==> config.mk <==
export PLATFORM = sky130hd
export DESIGN_NAME = d_branch_predict_cmp
export DESIGN_NICKNAME = d
export VERILOG_FILES = /design/src/rtl/d_branch_predict_cmp.sv
export SDC_FILE = /design/constraint.sdc
export NUM_CORES = 1
export LEC_CHECK = 0
export BUFFER_PORTS_ARGS = -buffer_cell sky130_fd_sc_hd__clkbuf_2
export CAP_MARGIN = 40
export CORE_MARGIN = 2
export CORE_UTILIZATION = 38
export CTS_BUF_LIST = sky130_fd_sc_hd__clkbuf_16
export DETAILED_ROUTE_END_ITERATION = 10
export PLACE_DENSITY = 0.67
export SYNTH_ARGS = -nofsm -noshare
export SYNTH_HDL_FRONTEND = slang
export SYNTH_SLANG_ARGS = --single-unit
==> constraint.sdc <==
create_clock -name clk -period 3.5 [get_ports clk]
set_input_delay 0.7 -clock clk [delete_from_list [all_inputs] [get_ports clk]]
set_output_delay 0.7 -clock clk [all_outputs]
set_load 0.02 [all_outputs]
==> src/rtl/d_branch_predict_cmp.sv <==
// Decode-stage branch resolution with a 2-bit saturating-counter BHT shared with the fetch lookup.
// Optional resolved/mispredicted branch counters are built when BRANCH_STATS_EN is defined.
module d_branch_predict_cmp #(
   parameter int         WIDTH     = 32,
   parameter int         BHT_DEPTH = 16,
   parameter logic [1:0] CTR_INIT  = 2'b01
) (
   input  logic             clk,
   input  logic             reset,
   input  logic             f_valid,
   input  logic [31:0]      f_pc,
   output logic             f_pred_taken,
   input  logic             d_valid,
   input  logic             d_branch,
   input  logic             d_stall,
   input  logic [31:0]      d_pc,
   input  logic [2:0]       d_cmp_op,
   input  logic             d_pred_taken,
   input  logic [WIDTH-1:0] rs_value,
   input  logic [WIDTH-1:0] rt_value,
   output logic             pc_src,
   output logic             mispredict
`ifdef BRANCH_STATS_EN
   ,
   output logic [31:0]      branch_count,
   output logic [31:0]      mispredict_count
`endif
);

   localparam int IDX = $clog2(BHT_DEPTH);

   logic [1:0]     bht_q [BHT_DEPTH];
   logic [IDX-1:0] f_idx;
   logic [IDX-1:0] d_idx;
   logic [1:0]     d_ctr;
   logic [1:0]     ctr_d;
   logic           resolve;
   logic           update;
   logic           cond;
   logic           rs_neg;
   logic           rs_zero;

   assign f_idx   = f_pc[IDX+1:2];
   assign d_idx   = d_pc[IDX+1:2];
   assign resolve = d_valid & d_branch;
   assign update  = resolve & ~d_stall & ~reset;

   assign rs_neg  = rs_value[WIDTH-1];
   assign rs_zero = (rs_value == '0);

   always_comb begin
      cond = 1'b0;
      case (d_cmp_op)
         3'b000:  cond = (rs_value == rt_value);
         3'b001:  cond = (rs_value != rt_value);
         3'b010:  cond = (rs_value < rt_value);
         3'b011:  cond = ($signed(rs_value) < $signed(rt_value));
         3'b100:  cond = ~rs_neg;
         3'b101:  cond = rs_neg;
         3'b110:  cond = ~rs_neg & ~rs_zero;
         3'b111:  cond = rs_neg | rs_zero;
         default: cond = 1'b0;
      endcase
   end

   assign pc_src       = resolve & cond;
   assign mispredict   = resolve & (pc_src != d_pred_taken);
   // Combinational read of the registered array: a same-cycle F lookup sees the pre-update value.
   assign f_pred_taken = f_valid & bht_q[f_idx][1];

   assign d_ctr = bht_q[d_idx];

   always_comb begin
      ctr_d = d_ctr;
      if (pc_src) begin
         if (d_ctr != 2'b11) ctr_d = d_ctr + 2'd1;
      end else begin
         if (d_ctr != 2'b00) ctr_d = d_ctr - 2'd1;
      end
   end

   always_ff @(posedge clk or posedge reset) begin
      if (reset) begin
         for (int i = 0; i < BHT_DEPTH; i++) bht_q[i] <= CTR_INIT;
      end else if (update) begin
         bht_q[d_idx] <= ctr_d;
      end
   end

`ifdef BRANCH_STATS_EN
   logic [31:0] branch_cnt_q;
   logic [31:0] mispredict_cnt_q;

   always_ff @(posedge clk or posedge reset) begin
      if (reset) begin
         branch_cnt_q     <= '0;
         mispredict_cnt_q <= '0;
      end else if (update) begin
         branch_cnt_q <= branch_cnt_q + 32'd1;
         if (mispredict) mispredict_cnt_q <= mispredict_cnt_q + 32'd1;
      end
   end

   assign branch_count     = branch_cnt_q;
   assign mispredict_count = mispredict_cnt_q;
`endif

endmodule

==> reports/metrics.cfg <==
[synth]
synth_top_area_share_pct=14.2
syn_nets=489
synth_cell_types=42
synth_seq_cells=32
yosysTopAreaCell=dfstp_2
synth_ff_type=dfstp_2
async_reset_ff_share_pct=100
synth_edf_count=0
synth-seq-area-share_pct=27.8
netlist_instances=319
syn_area_um2=2960
yosys_warnings=0
syn_avg_cell_area_um2=9.27
ys_top_cells_by_area=dfstp_2 14%, dfrtp_1 14%, ha_1 14%
synth.most_common_cell=inv_1
synthTopCellsByCount=37 x inv_1, 33 x a22oi_1, 32 x ha_1, 22 x nand2_1, 19 x nor3_1

[place]
place_area_um2=3550
port_buffers=84
globalplace.congestion=0.840
dpl.hpwl_mm=6.42

[clock_tree]
cts_root_buffer=clkbuf_16
clk_pin_slew_ns=0.05
cts_sinks=32
clk_path_buf_depth=2
cts_tree=done
clkLatencyLatePin_ns=0.27
cts_buffers=5
cts_hold_buf=0
htreeDepth=2

[global_route]
grt.total_usage_pct=19.4
grt_pass1_vias=2803
gr-total-overflow=0
grt_pass1_wl_mm=13.3
grt_antenna_before_repair=0
grt_max_degree=33

[drt]
drtIter0Drc=152
avgViaCountPerCell=5.64
drc=0
detail_route.wl_per_cell_um=17.0
drt_pass1_iterations=5
ant_nets=0
num_vias=2938
wirelength_mm=8.84

[critical_path]
required_ns=2.80
crit_buf_inv=3
cp_cell_sequence=clkbuf_2 -> ha_4 -> nand4_1 -> buf_4 -> nor3_4 -> a22oi_2 -> a2111o_1 -> o211ai_1 -> nor2b_4 -> mux2i_2 -> buf_4
critPathMaxFanout=3
crit_top_cell=buf_4
crit_arrival_ns=2.75
rrSetupSlack_ns=1.11
endpoint_kind=primary output
slowest_stage=a2111o_1
reg2reg_from=bht_q[16]
setup.worst_path.start_class=primary input
setup.worst_path.class=primary input to primary output
critPathTopFamily=compound AO/OA/AOI/OAI gates
reg2regPathDepth=6
cpPeakStageDelay_ns=0.40
r2r_end=bht_q[27]

[final_layout]
regMostFlops=bht_q
largest_register_ffs=32
drive_gt1_share_pct=45.8
area_delta_synth_final_pct=39.3
final_area_um2=4120
layout.nets=589
antenna_cells=0
top_regs=bht_q x32
fin_util_pct=53.9
fillCellCount=680

[power_and_ir_drop]
swShare_pct=29.2
seq_power_share_pct=35.6
power_per_cell_area_nw_per_um2=280
p_int_mw=0.817
p_leak_nw=1.80
combPwrFrac_pct=29.7
vdd_drop_max_uv=269
p_sw_mw=0.337
clkPwrFrac_pct=34.8

[floorplan]
io_pins=141
fp.dieW_um=92.2
dieArea_um2=8500
initial_utilization_pct=38.7
core_area_um2=7650
die_h_um=92.2
num_rows=32

[timing]
slew_headroom_pct=56.5
skew_ns=0.00321
hold_viol=0
rsz0062_at_grt=yes
setup_tns_ns=0
tightestPinTransition_ns=0.653
slew_violations=0
finalCriticalPeriod_ns=3.45
fin_crit_sh_pct=98.7
fmax_mhz=290
setup_viol=0

[status]
outcome=complete, no violations

[hold_path]
hold_class=primary input to async pin

[run]
maxCapViolations=0

[layer usage]
| metal | vias to the layer above | share of wire (%) | track usage, % |
|---|---|---|---|
| met5 | - | 0 | 0 |
| met4 | 0 | 0.70 | 3.86 |
| met3 | 8 | 4.5 | 2.63 |
| met2 | 94 | 51 | 33.9 |
| met1 | 1417 | 44 | 25.8 |
| li1 | 1419 | - | - |
[per-stage QoR]
stage | hold WS (ns) | setup slack [ns] | power [mW] | cells
2_1_floorplan | 0.500 | 0.0189 | 0.584 | 319
3_3_place_gp | 0.523 | 0.00335 | 0.685 | 504
3_5_place_dp | 0.536 | -0.0407 | 0.698 | 505
4_1_cts | 0.423 | 0.000886 | 1.11 | 515
5_1_grt | 0.450 | -0.0839 | 1.21 | 521
6_report | 0.421 | 0.0466 | 1.15 | 521
[power groups by stage]
| stage | Sequential, mW | Clock (mW) | Combinational (mW) |
|---|---|---|---|
| floorplan | 0.411 | 0 | 0.173 |
| global placement | 0.415 | 0 | 0.271 |
| detailed placement | 0.415 | 0 | 0.283 |
| CTS | 0.410 | 0.410 | 0.286 |
| global route | 0.412 | 0.426 | 0.376 |
| finish | 0.410 | 0.401 | 0.342 |
[logic make-up after synthesis]
| logic type | count (synthesis) | share of synthesized area, % |
|---|---|---|
| adder cells (fa/ha/maj) | 32 | 13.5 |
| AND/OR/NAND/NOR | 89 | 15.5 |
| multiplexers | 17 | 11.8 |
| AO/OA/AOI/OAI | 100 | 24.1 |
| buffers and inverters | 49 | 7.19 |
| flip-flops | 32 | 27.8 |
[worst max path at each step]
stage                      start          to  slack (ns)  cells after the start
floorplan            rt_value[1]  mispredict        0.02                      9
detailed placement  rt_value[31]  mispredict       -0.04                     11
global placement    rt_value[30]  mispredict       0.003                     11
global route        rt_value[28]  mispredict       -0.08                     12
finish              rs_value[31]  mispredict        0.05                     11
CTS                 rt_value[27]  mispredict      0.0009                     11
[cell usage in the layout (no fill, tap or decap), types with 9 or more instances in the layout]
| cell | n |
|---|---|
| nand4_1 | 10 |
| o21ai_1 | 12 |
| clkbuf_2 | 70 |
| inv_1 | 28 |
| nand2_1 | 22 |
| a22oi_1 | 32 |
| buf_4 | 20 |
| mux4_2 | 14 |
| dfrtp_1 | 16 |
| ha_1 | 12 |
| ha_4 | 20 |
| a21oi_1 | 11 |
| o21ai_2 | 11 |
| nor3_1 | 18 |
| buf_6 | 13 |
| dfstp_2 | 16 |
| nand3_1 | 9 |
| o21ai_0 | 15 |
[final cells by class]
class	count	area [µm²]	share of cell area, %
Multi-Input combinational cell	238	2220	53.9
Sequential cell	32	821	19.9
Timing Repair Buffer	104	674	16.4
Inverter	38	145	3.52
Tap cell	102	128	3.10
Clock buffer	5	125	3.04
Clock inverter	2	7.51	0.182
[timing repair]
action / 4_1_cts / 5_1_grt
endpoints found under the setup margin: 1 / 2
resized for setup: 1 / 62
buffers inserted: 3 / 6
pin swaps: 4 / 20
Note: power is estimated with default switching activity, not from simulation.
